$ cat src/rtl/seg_pkg.sv
// seg_pkg: shared constants and types for the seven-segment scan driver.
//   NUM_DIGITS  - digits on the tube (fixed at 8)
//   SEG_BLANK   - active-low "all segments off" / "all anodes off" pattern
//   HEX_CODES   - active-low {dp,g,f,e,d,c,b,a} codes for nibbles 0..F (dp off)
//   digit_idx_t - index of the digit currently being scanned
package seg_pkg;

    localparam int NUM_DIGITS = 8;

    localparam logic [7:0] SEG_BLANK = 8'hFF;

    localparam logic [7:0] HEX_CODES [16] = '{
        8'hC0, 8'hF9, 8'hA4, 8'hB0, 8'h99, 8'h92, 8'h82, 8'hF8,
        8'h80, 8'h90, 8'h88, 8'h83, 8'hC6, 8'hA1, 8'h86, 8'h8E
    };

    typedef logic [2:0] digit_idx_t;

endpackage

$ cat src/rtl/seg_scan_driver_if.sv
// seg_scan_driver_if: bundles the display word and the tube pins.
//   seg_in  [31:0] - display word, nibble i -> digit i (digit 0 rightmost)
//   an      [7:0]  - digit enables, active-low
//   seg_out [7:0]  - segments {dp,g,f,e,d,c,b,a}, active-low
// Signalling: no valid/ready handshake. seg_in is a level held by the IO
// register and is only sampled at frame start; an/seg_out are registered
// levels that are always valid outside reset.
// Modports: master = IO decoder / bench side, slave = scan driver side.
interface seg_scan_driver_if;

    logic [31:0] seg_in;
    logic [7:0]  an;
    logic [7:0]  seg_out;

    modport master (output seg_in, input an, input seg_out);
    modport slave  (input seg_in, output an, output seg_out);

endinterface

$ cat src/rtl/seg_hex_decode.sv
// seg_hex_decode: combinational nibble -> active-low seven-segment code.
//   nibble [3:0] - hex value to display
//   code   [7:0] - {dp,g,f,e,d,c,b,a}, active-low, dp always off
module seg_hex_decode
    import seg_pkg::*;
(
    input  logic [3:0] nibble,
    output logic [7:0] code
);

    assign code = HEX_CODES[nibble];

endmodule

$ cat src/rtl/seg_scan_driver.sv
// seg_scan_driver: time-multiplexes an 8-digit seven-segment tube from the
// 32-bit word written by the CPU. Each digit is lit for DIV_CYCLES clocks; the
// word is copied into a shadow register at frame start so every digit of a
// frame comes from the same write.
//   clk  - system clock
//   rst  - asynchronous, active-high reset (blanks the tube immediately)
//   bus  - seg_scan_driver_if.slave: seg_in in, an/seg_out out
// Optional build macro SEG_LEADING_ZERO_BLANK_EN: blank leading-zero digits
// (digit 0 is always shown; scan timing is unchanged).
module seg_scan_driver
    import seg_pkg::*;
#(
    parameter int DIV_CYCLES = 100000
) (
    input  logic clk,
    input  logic rst,
    seg_scan_driver_if.slave bus
);

    localparam int CW = (DIV_CYCLES > 1) ? $clog2(DIV_CYCLES) : 1;
    localparam logic [CW-1:0] CNT_MAX = CW'(DIV_CYCLES - 1);

    logic [CW-1:0] cnt_q, cnt_d;
    digit_idx_t    idx_q, idx_d;
    logic [31:0]   shadow_q, shadow_d;
    logic [7:0]    an_q, an_d;
    logic [7:0]    seg_q, seg_d;

    logic          tick;
    logic          blank;
    logic [3:0]    nibble;
    logic [7:0]    hex_code;

    seg_hex_decode u_hex_decode (
        .nibble (nibble),
        .code   (hex_code)
    );

    always_comb begin
        tick     = (cnt_q == CNT_MAX);
        cnt_d    = tick ? '0 : cnt_q + 1'b1;
        idx_d    = tick ? idx_q + 3'd1 : idx_q;
        // Frame start is the first cycle of digit 0; that is the only point
        // where the display word is taken.
        shadow_d = (cnt_q == '0 && idx_q == 3'd0) ? bus.seg_in : shadow_q;

        nibble   = shadow_q[{idx_q, 2'b00} +: 4];

        blank    = 1'b0;
`ifdef SEG_LEADING_ZERO_BLANK_EN
        // A digit is a leading zero when it and every digit above it are zero.
        blank    = (idx_q != 3'd0) && ((shadow_q >> {idx_q, 2'b00}) == 32'd0);
`endif

        an_d     = blank ? SEG_BLANK : ~(8'b1 << idx_q);
        seg_d    = blank ? SEG_BLANK : hex_code;
    end

    always_ff @(posedge clk or posedge rst) begin
        if (rst) begin
            cnt_q    <= '0;
            idx_q    <= 3'd0;
            shadow_q <= 32'd0;
            an_q     <= SEG_BLANK;
            seg_q    <= SEG_BLANK;
        end else begin
            cnt_q    <= cnt_d;
            idx_q    <= idx_d;
            shadow_q <= shadow_d;
            an_q     <= an_d;
            seg_q    <= seg_d;
        end
    end

    assign bus.an      = an_q;
    assign bus.seg_out = seg_q;

endmodule
$ cat src/flat_wrapper.sv
// flat-port wrapper written by rule: the top's interface ports become plain ports
module seg_scan_driver_flat import seg_pkg::*;
#(
    parameter int DIV_CYCLES = 100000
)
  (clk, rst, bus_seg_in, bus_an, bus_seg_out);
  seg_scan_driver_if bus_i ();
  input  logic clk;
  input  logic rst;
  input wire logic [$bits(bus_i.seg_in)-1:0] bus_seg_in;
  output wire logic [$bits(bus_i.an)-1:0] bus_an;
  output wire logic [$bits(bus_i.seg_out)-1:0] bus_seg_out;
  assign bus_i.seg_in = bus_seg_in;
  assign bus_an = bus_i.an;
  assign bus_seg_out = bus_i.seg_out;
  seg_scan_driver #(.DIV_CYCLES(DIV_CYCLES)) u_core (.clk(clk), .rst(rst), .bus(bus_i));
endmodule
$ cat config.mk
export PLATFORM = sky130hd
export DESIGN_NAME = seg_scan_driver_flat
export DESIGN_NICKNAME = d
export VERILOG_FILES = /design/src/rtl/seg_pkg.sv /design/src/rtl/seg_scan_driver_if.sv /design/src/rtl/seg_hex_decode.sv /design/src/rtl/seg_scan_driver.sv /design/src/flat_wrapper.sv
export SDC_FILE = /design/constraint.sdc
export NUM_CORES = 1
export LEC_CHECK = 0
export ABC_AREA = 1
export CAP_MARGIN = 20
export CORE_ASPECT_RATIO = 0.7
export CORE_MARGIN = 4
export CORE_UTILIZATION = 45
export CTS_CLUSTER_DIAMETER = 200
export CTS_CLUSTER_SIZE = 10
export DETAILED_ROUTE_END_ITERATION = 10
export GPL_TIMING_DRIVEN = 1
export PLACE_DENSITY = 0.72
export SYNTH_ARGS = -nofsm -noshare
export SYNTH_HDL_FRONTEND = slang
export SYNTH_SLANG_ARGS = --single-unit
export TNS_END_PERCENT = 100
$ cat constraint.sdc
create_clock -name clk -period 2.4 [get_ports clk]
set_input_delay 0.48 -clock clk [delete_from_list [all_inputs] [get_ports clk]]
set_output_delay 0.48 -clock clk [all_outputs]
set_load 0.01 [all_outputs]
## Word level (Yosys, flattened, before mapping)

Memories as Yosys holds them, arrays and structs flattened. A register that Yosys moved wholly into a read port is not among the register bits.
Index checks and enable logic that the tools add are counted.

| storage, ports and cells | value |
|---|---|
| bits in latches | 0 |
| bits in read-only memories | 128 |
| register bits | 60 |
| bits in writable memories | 0 |
| memories kept | 1 |

| operators by class | value |
|---|---|
| muxes and demuxes | 1 |
| equal/unequal tests | 1 |
| order comparisons | 0 |
| reductions and logical operators | 3 |
| add/sub/neg operators | 2 |
| $mul | 0 |
| divide/modulo/power cells | 0 |
| shifts and indexed selects | 2 |
| bitwise logic cells | 2 |

Memories:

| memory | depth | bits a word | rd ports | clocked after memory_dff | write ports | line | source |
|---|---|---|---|---|---|---|---|
| (name not given) | 16 | 8 | 1 | 1 | 0 | seg_hex_decode.sv:11 | `assign code = HEX_CODES[nibble];` |

Operator list:

| operator | number |
|---|---|
| $shiftx A32 B6 Y4 | 1 |
| $add A17 B1 Y17 const B | 1 |
| $eq A17 B17 Y1 const B | 1 |
| $logic_not A17 Y1 | 1 |
| $mux W17 | 1 |
| $not A8 Y8 | 1 |
| $shl A1 B3 Y8 const A | 1 |
| $not A4 Y5 | 1 |
| $add A3 B1 Y3 const B | 1 |
| $logic_not A3 Y1 | 1 |
| $logic_and A1 B1 Y1 | 1 |

## Depth between registers and ports, before layout

Gate-level depths: netlist (run 1).

| depth | value |
|---|---|
| word-level depth | 2 |
| mapped depth | 13 |
| depth with buffers taken out | 12 |

## Hierarchy

Synthesis (run 1) repeated with hierarchy kept, for this count alone.

| unflattened totals | value |
|---|---|
| cell total of the unflattened synthesis | 446 |
| area, all modules | 3539.6 um^2 |

Modules (own cells, without submodules):

| module | instances | cells an instance | area an instance (um^2) |
|---|---|---|---|
| seg_scan_driver | 1 | 393 | 3253.1 |
| seg_hex_decode | 1 | 53 | 286.5 |

## Worst setup path after synthesis (run 1)

OpenSTA, ideal clock, no wires.

| timing path | value |
|---|---|
| kind | flip-flop to flip-flop |
| start point | register u_core.idx_q[0] |
| end point | register u_core.seg_q[5] (netlist: u_core.bus.seg_out[5]) |
| path slack | 0.732 ns |
| stages on the path, launching flop included | 14 |
| arrival | 1.593 ns |
| required time | 2.324 ns |
| cells stage by stage | dfrtp_1 -> buf_6 -> inv_8 -> buf_6 -> nand2_1 -> nand3_1 -> nand3_1 -> nand2_1 -> inv_1 -> ha_1 -> nand3_1 -> nand2_1 -> nand2_1 -> nand2_1 |

| on the way | value |
|---|---|
| cells in the longest elaborated chain, start to end | 2 |

Ends and longest elaborated chain:

| what | line | source |
|---|---|---|
| from (decl) | seg_scan_driver.sv:24 | `digit_idx_t idx_q, idx_d;` |
| from (signal assigned) | seg_scan_driver.sv:68 | `idx_q <= idx_d;` |
| $shiftx A32 B6 Y4 | seg_scan_driver.sv:47 | `nibble = shadow_q[{idx_q, 2'b00} +: 4];` |
| $not A4 Y5 (not written as such) | seg_hex_decode.sv:11 |  |
| to (decl) | seg_scan_driver.sv:27 | `logic [7:0] seg_q, seg_d;` |

Every way passes these cells.
A chain may end at the register's enable or synchronous reset.

## Worst setup path after layout (run 1)

| timing path | value |
|---|---|
| start point | register u_core.idx_q[0] |
| end point | register u_core.seg_q[6] (netlist: u_core.bus.seg_out[6]) |

Same word-level chain as after synthesis.

==> out/results.ini, run 1 <==
[die]
initial_utilization_pct=46.9
die_w_um=117
ios=50
design.core.area_sq_um=7940
die_h_um=84.1
die_area_sq_um=9810
rows=27

[synth]
ys_ff_latch=67
synth.avg_cell_area_sq_um=8.09
ys_top_cells_by_area=dfrtp_1 35%, nand2_1 13%, dfstp_2 11%, inv_1 8.1%, nand3_1 5.0%
synth_edf_count=0
synth_ff_type=dfrtp_1
yosysWarnings=0
yosysTopAreaCell=dfrtp_1
synth_xor_area_share_pct=2.12
syn-instance-count=460
async_flop_share_pct=100
synth.cell_area_sq_um=3720
ys_seq_area_share_pct=45.6
synth-simple-area-share_pct=28.4
synth_compound_area_share_pct=6.39
synth_cell_types=31
synthTopCellsByCount=129 x nand2_1, 80 x inv_1, 52 x dfrtp_1
synth_top_family_by_area=simple AND/OR/NAND/NOR gates
yosysMostFrequentCell=nand2_1
synth.mux.area_fraction_pct=0
synthAdderAreaFrac_pct=4.71
netlist.area_leader.share_pct=35.0
syn-num-nets=508

[clock_network]
insertion_delay_ns=0.33
hold_buffers=0
cts.sinks=67
post-cts-setup-buffers=0
cts_tree=yes
cts_resized=0
cts-root-buf=clkbuf_16
cts_inserted_buffers=9
cts.clk_slew.worst_paths_ns=0.06
htree_levels=3
clock_path_buffers=2

[pwr]
p_per_area_nw_per_um2=601
ir_worst_vdd_mv=0.380
power.leakage_nw=2.31
clkPwrFrac_pct=48.4
switching_share_pct=22.6
p_total_w=0.00273
seqPwrFrac_pct=43.7
switchingPower_w=0.000617
p_comb_share_pct=7.8
power.internal_w=0.00211

[global_route]
track_usage_pct=17.4
antenna_found_initial=0
gr-total-overflow=0
grt_max_degree=68
grt_pass1_wl_mm=13.7
grt_pass1_vias=2960

[drt]
viasPerCell=4.82
drt-wirelength-per-cell_um=12.5
wl_mm=7.74
drcViolationCount=0
vias=2971
drt-initial-drc-count=187
firstDrtPassIters=4
antenna_left=0

[placement]
place_inst=601
io_buffer_count=48
dp_hpwl_mm=5.70
gp_congestion=0.918

[sta]
slew_viol_final=0
grt_setup_unrepaired=false
setup_viol=0
finalClockSkew_ns=0.00722
fin_crit_ns=2.02
fin_tns_setup_ns=0
max_freq_mhz=495
maxSlewHeadroom_pct=59.4
max_slew.worst_pin.slew_ns=0.609
whs_ns=0.490
post-route-period-util_pct=84.2
hold_viol=0

[flow_run]
maxCapViolations=0

[final_layout]
diodes=0
syn2layout_area_growth_pct=22.1
multi_input_area_sq_um=1550
fin_cells=617
drive_gt1_share_pct=14.9
n_fill_cell=756
final_core_util_pct=57.2
layout.nets=559
seqCellArea_sq_um=1700

[worst_hold_path]
hp-class=flop to flop

[critical_path]
required_ns=2.67
worst-setup-path-type=flop to flop
critical_path.max_fanout=10
crit_path_end_kind=flop
cp.arrival_ns=2.30
start_kind=flop

[status]
status=complete, no violations

cells in the final DEF (no fill, tap or decap), types with 2 or more instances in the layout:
cell | Yosys | layout
clkbuf_16 | 0 | 9
nand3_2 | 4 | 4
nor3_1 | 8 | 8
nor2_2 | 7 | 7
inv_2 | 7 | 8
inv_1 | 80 | 79
xor2_1 | 9 | 9
nor2_1 | 20 | 20
nand3_1 | 37 | 37
nand2_2 | 6 | 6
o21ai_0 | 3 | 3
dfstp_2 | 15 | 15
nor2_4 | 3 | 3
nand3b_1 | 2 | 2
ha_1 | 14 | 14
nor3_2 | 2 | 2
buf_4 | 2 | 3
o21ai_1 | 28 | 28
dfrtp_1 | 52 | 52
nand3_4 | 2 | 2
clkinv_4 | 0 | 2
clkdlybuf4s50_1 | 0 | 48
nand2_1 | 129 | 129
nand4_1 | 5 | 5
o21ai_2 | 8 | 8
clkinv_2 | 0 | 2
cell families after synthesis:
family,after synthesis
and+or+nand+nor,227
buffers and inverters,101
DFF,67
AOI/OAI and AO/OA,41
adders and majority gates,14
xor gates and xnor gates,9
other,1
worst paths after layout:
| kind | end | cells after the start | slack, ns | from |
|---|---|---|---|---|
| worst max-delay path | u_core.bus.seg_out[6] | 12 | 0.38 | u_core.idx_q[0] |
| worst min-delay path | u_core.shadow_q[12] | 2 | 0.49 | u_core.shadow_q[12] |
| worst max register to register | u_core.bus.seg_out[6] | 12 | 0.38 | u_core.idx_q[0] |
| worst min register to register | u_core.shadow_q[12] | 2 | 0.49 | u_core.shadow_q[12] |
| max in group asynchronous | u_core.bus.seg_out[5] | 3 | 1.52 | rst |
| min in group asynchronous | u_core.cnt_q[8] | 3 | 0.54 | rst |
per-layer routing:
metal  routed length (um)  share of wire [%]  track usage, %  up-vias
li1                     -                  -               -     1510
met1                 3840                 50            25.5     1362
met2                 3280                 42            25.5       93
met3                  579                7.5            5.65        6
met4                   41               0.53            2.60        0
met5                    0                  0               0        -
power groups by stage:
| stage | Sequential (W) | Combinational, W | Clock [W] |
|---|---|---|---|
| 6_report | 0.00119 | 0.000214 | 0.00132 |
| 5_1_grt | 0.00120 | 0.000245 | 0.00141 |
| 4_1_cts | 0.00119 | 0.000219 | 0.00135 |
| 3_5_place_dp | 0.00121 | 0.000217 | 0 |
| 3_3_place_gp | 0.00121 | 0.000212 | 0 |
| 2_1_floorplan | 0.00121 | 0.000108 | 0 |
metrics by stage:
stage | setup WS [ns] | instance area [sq um]
after CTS | 0.363 | 4540
final | 0.379 | 4540
after global routing | 0.112 | 4540
after global placement | 0.468 | 4240
after detailed placement | 0.429 | 4240
after floorplan | 0.262 | 3720
state kept, by name, indices dropped and copies added (netlist names):
signal	cells
u_core.idx_q	3
u_core.cnt_q	17
u_core.bus.an	8
u_core.bus.seg_out	7
u_core.shadow_q	32
worst max-delay path, cell delays in order, from the launching register on:
cell and delay (ns):
dfrtp_1 0.61, buf_4 0.26, nand2_1 0.06, nand2_1 0.06
nand2_1 0.04, nand3_1 0.07, nand2_1 0.17, inv_1 0.16
ha_1 0.19, nand3_1 0.14, nand2_1 0.10, nand2_1 0.05
nand2_1 0.06
cell type report:
cell class	count	share of cell area [%]
multi-input cells	292	34.2
flip-flops and latches	67	37.3
clock inverters	6	1.43
clock buffers	10	5.26
repair buffers	52	11.5
inverters	89	7.52
well taps	101	2.78
No activity file was read; power rests on OpenSTA's default activity.
==> run 2, diff against run 1 <==
==> constraint.sdc (replaced) <==
create_clock -name clk -period 1.9 [get_ports clk]
set_input_delay 0.38 -clock clk [delete_from_list [all_inputs] [get_ports clk]]
set_output_delay 0.38 -clock clk [all_outputs]
set_load 0.01 [all_outputs]
==> run 2 against run 1 <==
Net effect:
- non-clock buffer count is 5 higher
- die area stayed put
- power is 31% higher
- cell count is 0.81% higher
- wire length is 2.5% higher
- clock-buffer cell count stayed put
- critical endpoint is now bus_an[4]
- highest routed layer unchanged
==> out/results.ini, run 2 (synthesized netlist as in run 1, its figures left out) <==
[die]
die_h_um=84.1  ; unchanged
ios=50  ; unchanged
die_area_sq_um=9810  ; unchanged
design.core.area_sq_um=7940  ; unchanged
rows=27  ; unchanged
initial_utilization_pct=46.9  ; unchanged
die_w_um=117  ; unchanged

[drt]
drt-wirelength-per-cell_um=12.7  ; was 12.5 um
vias=3029  ; was 2,971
antenna_left=0  ; unchanged
drcViolationCount=0  ; unchanged
firstDrtPassIters=4  ; unchanged
wl_mm=7.93  ; was 7.74 mm
viasPerCell=4.87  ; was 4.82
drt-initial-drc-count=125  ; was 187

[critical_path]
crit_path_end_kind=primary output  ; was flop
path_depth=1  ; was 12
worst-setup-path-type=flop to primary output  ; was flop to flop
critPathTopFamily=buffers and inverters  ; was simple AND/OR/NAND/NOR gates
crit_chain=clkdlybuf4s50_1  ; was buf_4 -> nand2_1 -> nand2_1 -> nand2_1 -> nand3_1 -> nand2_1 -> inv_1 -> ha_1 -> nand3_1 -> nand2_1 -> nand2_1 -> nand2_1
crit_buf_inv=1  ; was 2
cpPeakStageDelay_ns=0.54  ; was 0.61 ns
cp.arrival_ns=1.40  ; was 2.30 ns
reg2reg_slack_ns=0.20  ; was 0.38 ns
r2r_cells=9  ; was 12
crit_path_end=bus_an[4]  ; was u_core.bus.seg_out[6]
r2r_start=u_core.idx_q[0]  ; unchanged
worst_path_max_delay_cell=clkdlybuf4s50_1  ; was dfrtp_1
startpoint=u_core.bus.an[4]  ; was u_core.idx_q[0]
start_kind=flop  ; unchanged
required_ns=1.52  ; was 2.67 ns
critical_path.max_fanout=1  ; was 10
rr_endpoint=u_core.bus.seg_out[3]  ; was u_core.bus.seg_out[6]

[placement]
placedInstanceArea_sq_um=4310  ; was 4240 sq um
dp_hpwl_mm=6.05  ; was 5.70 mm
gp_congestion=0.915  ; was 0.918
place_inst=606  ; was 601
io_buffer_count=48  ; unchanged

[sta]
slew_viol_final=0  ; unchanged
fin_tns_setup_ns=0  ; unchanged
post-route-period-util_pct=93.8
grt_setup_unrepaired=false  ; unchanged
finalClockSkew_ns=0.00772  ; was 0.00722 ns
max_freq_mhz=561
hold_viol=0  ; unchanged
setup_viol=0  ; unchanged
fin_crit_ns=1.78

[clock_network]
insertion_delay_ns=0.34  ; was 0.33 ns
cts.clk_slew.worst_paths_ns=0.06  ; about the same
post-cts-setup-buffers=0  ; unchanged
cts.sinks=67  ; unchanged
cts-root-buf=clkbuf_16  ; unchanged
cts_tree=yes  ; unchanged
hold_buffers=0  ; unchanged
clock_path_buffers=2  ; unchanged
htree_levels=3  ; unchanged
cts_inserted_buffers=9  ; unchanged

[global_route]
gr-total-overflow=0  ; unchanged
antenna_found_initial=0  ; unchanged
track_usage_pct=18.1  ; was 17.4%
grt_max_degree=65  ; was 68
grt_pass1_vias=2919  ; was 2,960
grt_pass1_wl_mm=13.9  ; was 13.7 mm

[final_layout]
drive_gt1_share_pct=15.9  ; was 14.9%
final_core_util_pct=58.3  ; was 57.2%
postLayoutCellArea_sq_um=4630  ; was 4540 sq um
syn2layout_area_growth_pct=24.4  ; was 22.1%
layout.nets=564  ; was 559
fin_cells=622  ; was 617
regMostFlops=u_core.shadow_q  ; unchanged
final_cell_mix=128 x nand2_1, 79 x inv_1, 51 x dfrtp_1  ; was 129 x nand2_1, 79 x inv_1, 52 x dfrtp_1
diodes=0  ; unchanged
layout_commonest_cell=nand2_1  ; unchanged
largest_reg_flops=32  ; unchanged

[status]
status=complete, no violations  ; unchanged

[pwr]
ir_worst_vdd_mv=0.770  ; was 0.380 mV
power.leakage_nw=2.35  ; was 2.31 nW
p_per_area_nw_per_um2=771  ; was 601 nW/um^2

[worst_hold_path]
hp-class=input pin to asynchronous set/reset pin  ; was flop to flop

[flow_run]
maxCapViolations=0  ; unchanged

==> run 2: worst min-delay path by stage <==
stage	from	end	slack, ns	cells after the start
2_1_floorplan	u_core.cnt_q[0]	u_core.cnt_q[0]	0.45	1
3_3_place_gp	u_core.shadow_q[6]	u_core.shadow_q[6]	0.47	2
3_5_place_dp	u_core.shadow_q[27]	u_core.shadow_q[27]	0.47	2
4_1_cts	rst	u_core.cnt_q[10]	0.38	2
5_1_grt	rst	u_core.cnt_q[10]	0.40	2
6_report	rst	u_core.cnt_q[8]	0.38	2
==> run 2: power breakdown <==
| group | internal (W) | total [W] | switching, W |
|---|---|---|---|
| Sequential | 0.00149 | 0.00151 | 0.0000247 |
| Combinational | 0.000142 | 0.000279 | 0.000137 |
| Clock | 0.00115 | 0.00178 | 0.000630 |
==> run 2: stage by stage <==
stage / hold WS [ns] / setup slack, ns / power [W]
6_report: 0.379 / 0.118 / 0.00357
2_1_floorplan: 0.450 / 0.232 / 0.00167
5_1_grt: 0.403 / 0.0503 / 0.00372
3_5_place_dp: 0.471 / 0.152 / 0.00182
3_3_place_gp: 0.472 / 0.203 / 0.00181
4_1_cts: 0.379 / 0.106 / 0.00362
==> run 2: final cells by class <==
cell class	count	area [sq um]
tap	101	126
timing repair buffer	57	586
clock buffer	10	229
fill	705	3310
multi-input combinational	292	1560
sequential	67	1700
clock inverter	6	90.1
inverter	89	345
==> run 2: timing repair <==
item,CTS,global route
gates resized for setup,0,2
setup endpoints to repair,0,5
endpoints found under the hold margin,0,0
==> run 2: routing by layer <==
metal  global-route usage [%]  vias to the layer above  wire, um
met5                        0                        -         0
met4                     4.27                        0       108
met3                     7.83                       13       573
met2                     23.9                       90      3170
met1                     27.0                     1399      4080
li1                         -                     1527         -
==> run 3, diff against run 2 <==
--- a/config.mk
+++ b/config.mk
@@ -9,12 +9,12 @@
 export CAP_MARGIN = 20
 export CORE_ASPECT_RATIO = 0.7
 export CORE_MARGIN = 4
-export CORE_UTILIZATION = 45
+export CORE_UTILIZATION = 46
 export CTS_CLUSTER_DIAMETER = 200
 export CTS_CLUSTER_SIZE = 10
 export DETAILED_ROUTE_END_ITERATION = 10
 export GPL_TIMING_DRIVEN = 1
-export PLACE_DENSITY = 0.72
+export PLACE_DENSITY = 0.74
 export SYNTH_ARGS = -nofsm -noshare
 export SYNTH_HDL_FRONTEND = slang
 export SYNTH_SLANG_ARGS = --single-unit
==> run 3 against run 2 <==
Net effect:
- first-iteration DRC count rose by 39%
- power fell by 5.8%
- cell area fell by 0.89%
- via count fell by 1.0%
- core utilization barely moved
- maximum frequency rose by 0.30%
- global-route usage rose by 0.054 points
- critical path depth did not move
- wire length rose by 1.5%
- largest cell class unchanged
==> out/results.ini, run 3 (synthesized netlist as in run 1, its figures left out) <==
[placement]
dp_hpwl_mm=6.09  ; was 6.05 mm
gp_congestion=0.922  ; was 0.915
io_buffer_count=48  ; unchanged
post-place-ws_ns=0.154  ; was 0.152 ns

[global_route]
grt_use_met1_pct=28.7  ; was 27.0%
grt_pass1_wl_mm=14.0  ; was 13.9 mm
gr-total-overflow=0  ; unchanged
grt_pass1_vias=2924  ; was 2,919
grt_max_degree=54  ; was 65
gr-usage-met2_pct=24.1  ; was 23.9%
busiest_layer=met1  ; unchanged
track_usage_pct=18.1  ; about the same
antenna_found_initial=0  ; unchanged
grt_use_met3_pct=5.24  ; was 7.83%

[clock_network]
insertion_delay_ns=0.33  ; was 0.34 ns
post-cts-setup-buffers=0  ; unchanged
cts.clk_slew.worst_paths_ns=0.05  ; was 0.06 ns
htree_levels=3  ; unchanged
cts_tree=yes  ; unchanged
cts-root-buf=clkbuf_16  ; unchanged
clock_path_buffers=2  ; unchanged
cts_inserted_buffers=9  ; unchanged
cts.sinks=67  ; unchanged

[final_layout]
n_fill_cell=721  ; was 705
layout_commonest_cell=nand2_1  ; unchanged
diodes=0  ; unchanged
layout.nets=563  ; was 564
final_cell_mix=128 x nand2_1, 79 x inv_1, 51 x dfrtp_1  ; unchanged
regMostFlops=u_core.shadow_q  ; unchanged
drive_gt1_share_pct=15.6  ; was 15.9%
largest_reg_flops=32  ; unchanged
syn2layout_area_growth_pct=23.3  ; was 24.4%

[pwr]
clkPwrFrac_pct=46.8  ; was 49.9%
switchingPower_w=0.000732  ; was 0.000791 W
p_per_area_nw_per_um2=733  ; was 771 nW/um^2
ir_worst_vdd_mv=0.458  ; was 0.770 mV
switching_share_pct=21.8  ; was 22.2%
p_comb_share_pct=8.3  ; was 7.8%
power.internal_w=0.00263  ; was 0.00278 W
power.leakage_nw=2.33  ; was 2.35 nW
seqPwrFrac_pct=44.9  ; was 42.3%

[critical_path]
crit_path_end_kind=primary output  ; unchanged
required_ns=1.52  ; about the same
crit_buf_inv=1  ; unchanged
cpPeakStageDelay_ns=0.54  ; about the same
start_kind=flop  ; unchanged
crit_chain=clkdlybuf4s50_1  ; unchanged
cp.arrival_ns=1.40  ; about the same
critPathTopFamily=buffers and inverters  ; unchanged
worst_path_max_delay_cell=clkdlybuf4s50_1  ; unchanged
worst-setup-path-type=flop to primary output  ; unchanged
critical_path.max_fanout=1  ; unchanged

[sta]
post-route-period-util_pct=93.5  ; was 93.8%
fin_crit_ns=1.78  ; about the same
finalClockSkew_ns=0.00458  ; was 0.00772 ns
fin_tns_setup_ns=0  ; unchanged
setup_ws_ns=0.123  ; was 0.118 ns
hold_viol=0  ; unchanged
max_freq_mhz=563  ; was 561 MHz
setup_viol=0  ; unchanged
slew_viol_final=0  ; unchanged
grt_setup_unrepaired=false  ; unchanged

[die]
die_w_um=116  ; was 117 um
rows=27  ; unchanged
die_h_um=83.3  ; was 84.1 um
design.core.area_sq_um=7870  ; was 7940 sq um
initial_utilization_pct=47.3  ; was 46.9%
ios=50  ; unchanged
die_area_sq_um=9620  ; was 9810 sq um

[drt]
viasPerCell=4.83  ; was 4.87
antenna_left=0  ; unchanged
drt-initial-drc-count=174  ; was 125
vias=2998  ; was 3,029
drt-wirelength-per-cell_um=13.0  ; was 12.7 um
firstDrtPassIters=5  ; was 4
wl_mm=8.05  ; was 7.93 mm
drcViolationCount=0  ; unchanged

[flow_run]
maxCapViolations=0  ; unchanged

[worst_hold_path]
hp-class=input pin to asynchronous set/reset pin  ; unchanged

[status]
status=complete, no violations  ; unchanged

## run 3: area by class of cell
cell class	instances	area, sq um	share of cell area, %
sequential	67	1700	37.0
clock buffer	10	229	4.99
clock inverter	6	56.3	1.23
timing repair buffer	56	578	12.6
tap	101	126	2.75
multi-input combinational	292	1560	33.9
inverter	89	345	7.53
## run 3: final timing paths
| check | start | slack [ns] | depth (start not counted) | end |
|---|---|---|---|---|
| setup / recovery | u_core.bus.an[0] | 0.12 | 1 | bus_an[0] |
| hold / removal | rst | 0.47 | 3 | u_core.shadow_q[31] |
| min in group clk | u_core.shadow_q[6] | 0.48 | 2 | u_core.shadow_q[6] |
| hold reg to reg | u_core.shadow_q[6] | 0.48 | 2 | u_core.shadow_q[6] |
| setup reg to reg | u_core.idx_q[0] | 0.20 | 9 | u_core.bus.seg_out[3] |
| max in group asynchronous | rst | 1.13 | 3 | u_core.bus.an[0] |
## run 3: power by group through the flow
stage | logic, W | registers (W) | clock network, W
final | 0.000279 | 0.00151 | 0.00157
after global routing | 0.000314 | 0.00152 | 0.00169
after CTS | 0.000282 | 0.00151 | 0.00161
after detailed placement | 0.000280 | 0.00153 | 0
after global placement | 0.000276 | 0.00153 | 0
after floorplan | 0.000137 | 0.00153 | 0
## run 3: stage by stage
| stage | std cells | power (W) | hold slack (ns) | area, sq um | util [%] |
|---|---|---|---|---|---|
| 3_3_place_gp | 605 | 0.00181 | 0.471 | 4300 | 54.6 |
| 6_report | 621 | 0.00336 | 0.468 | 4590 | 58.3 |
| 3_5_place_dp | 605 | 0.00181 | 0.470 | 4300 | 54.6 |
| 2_1_floorplan | 460 | 0.00167 | 0.450 | 3720 | - |
| 4_1_cts | 621 | 0.00341 | 0.466 | 4580 | 58.2 |
| 5_1_grt | 621 | 0.00352 | 0.482 | 4590 | 58.3 |
## run 3: timing repair
action	CTS	global route
resized for setup	0	2
setup endpoints to repair	0	4
hold buffers	0	0
## run 3: per-layer routing
layer  part of all wire [%]  vias to the layer above
met5                      0                        -
met4                   0.41                        0
met3                    7.4                        6
met2                     40                       98
met1                     52                     1371
li1                       -                     1523
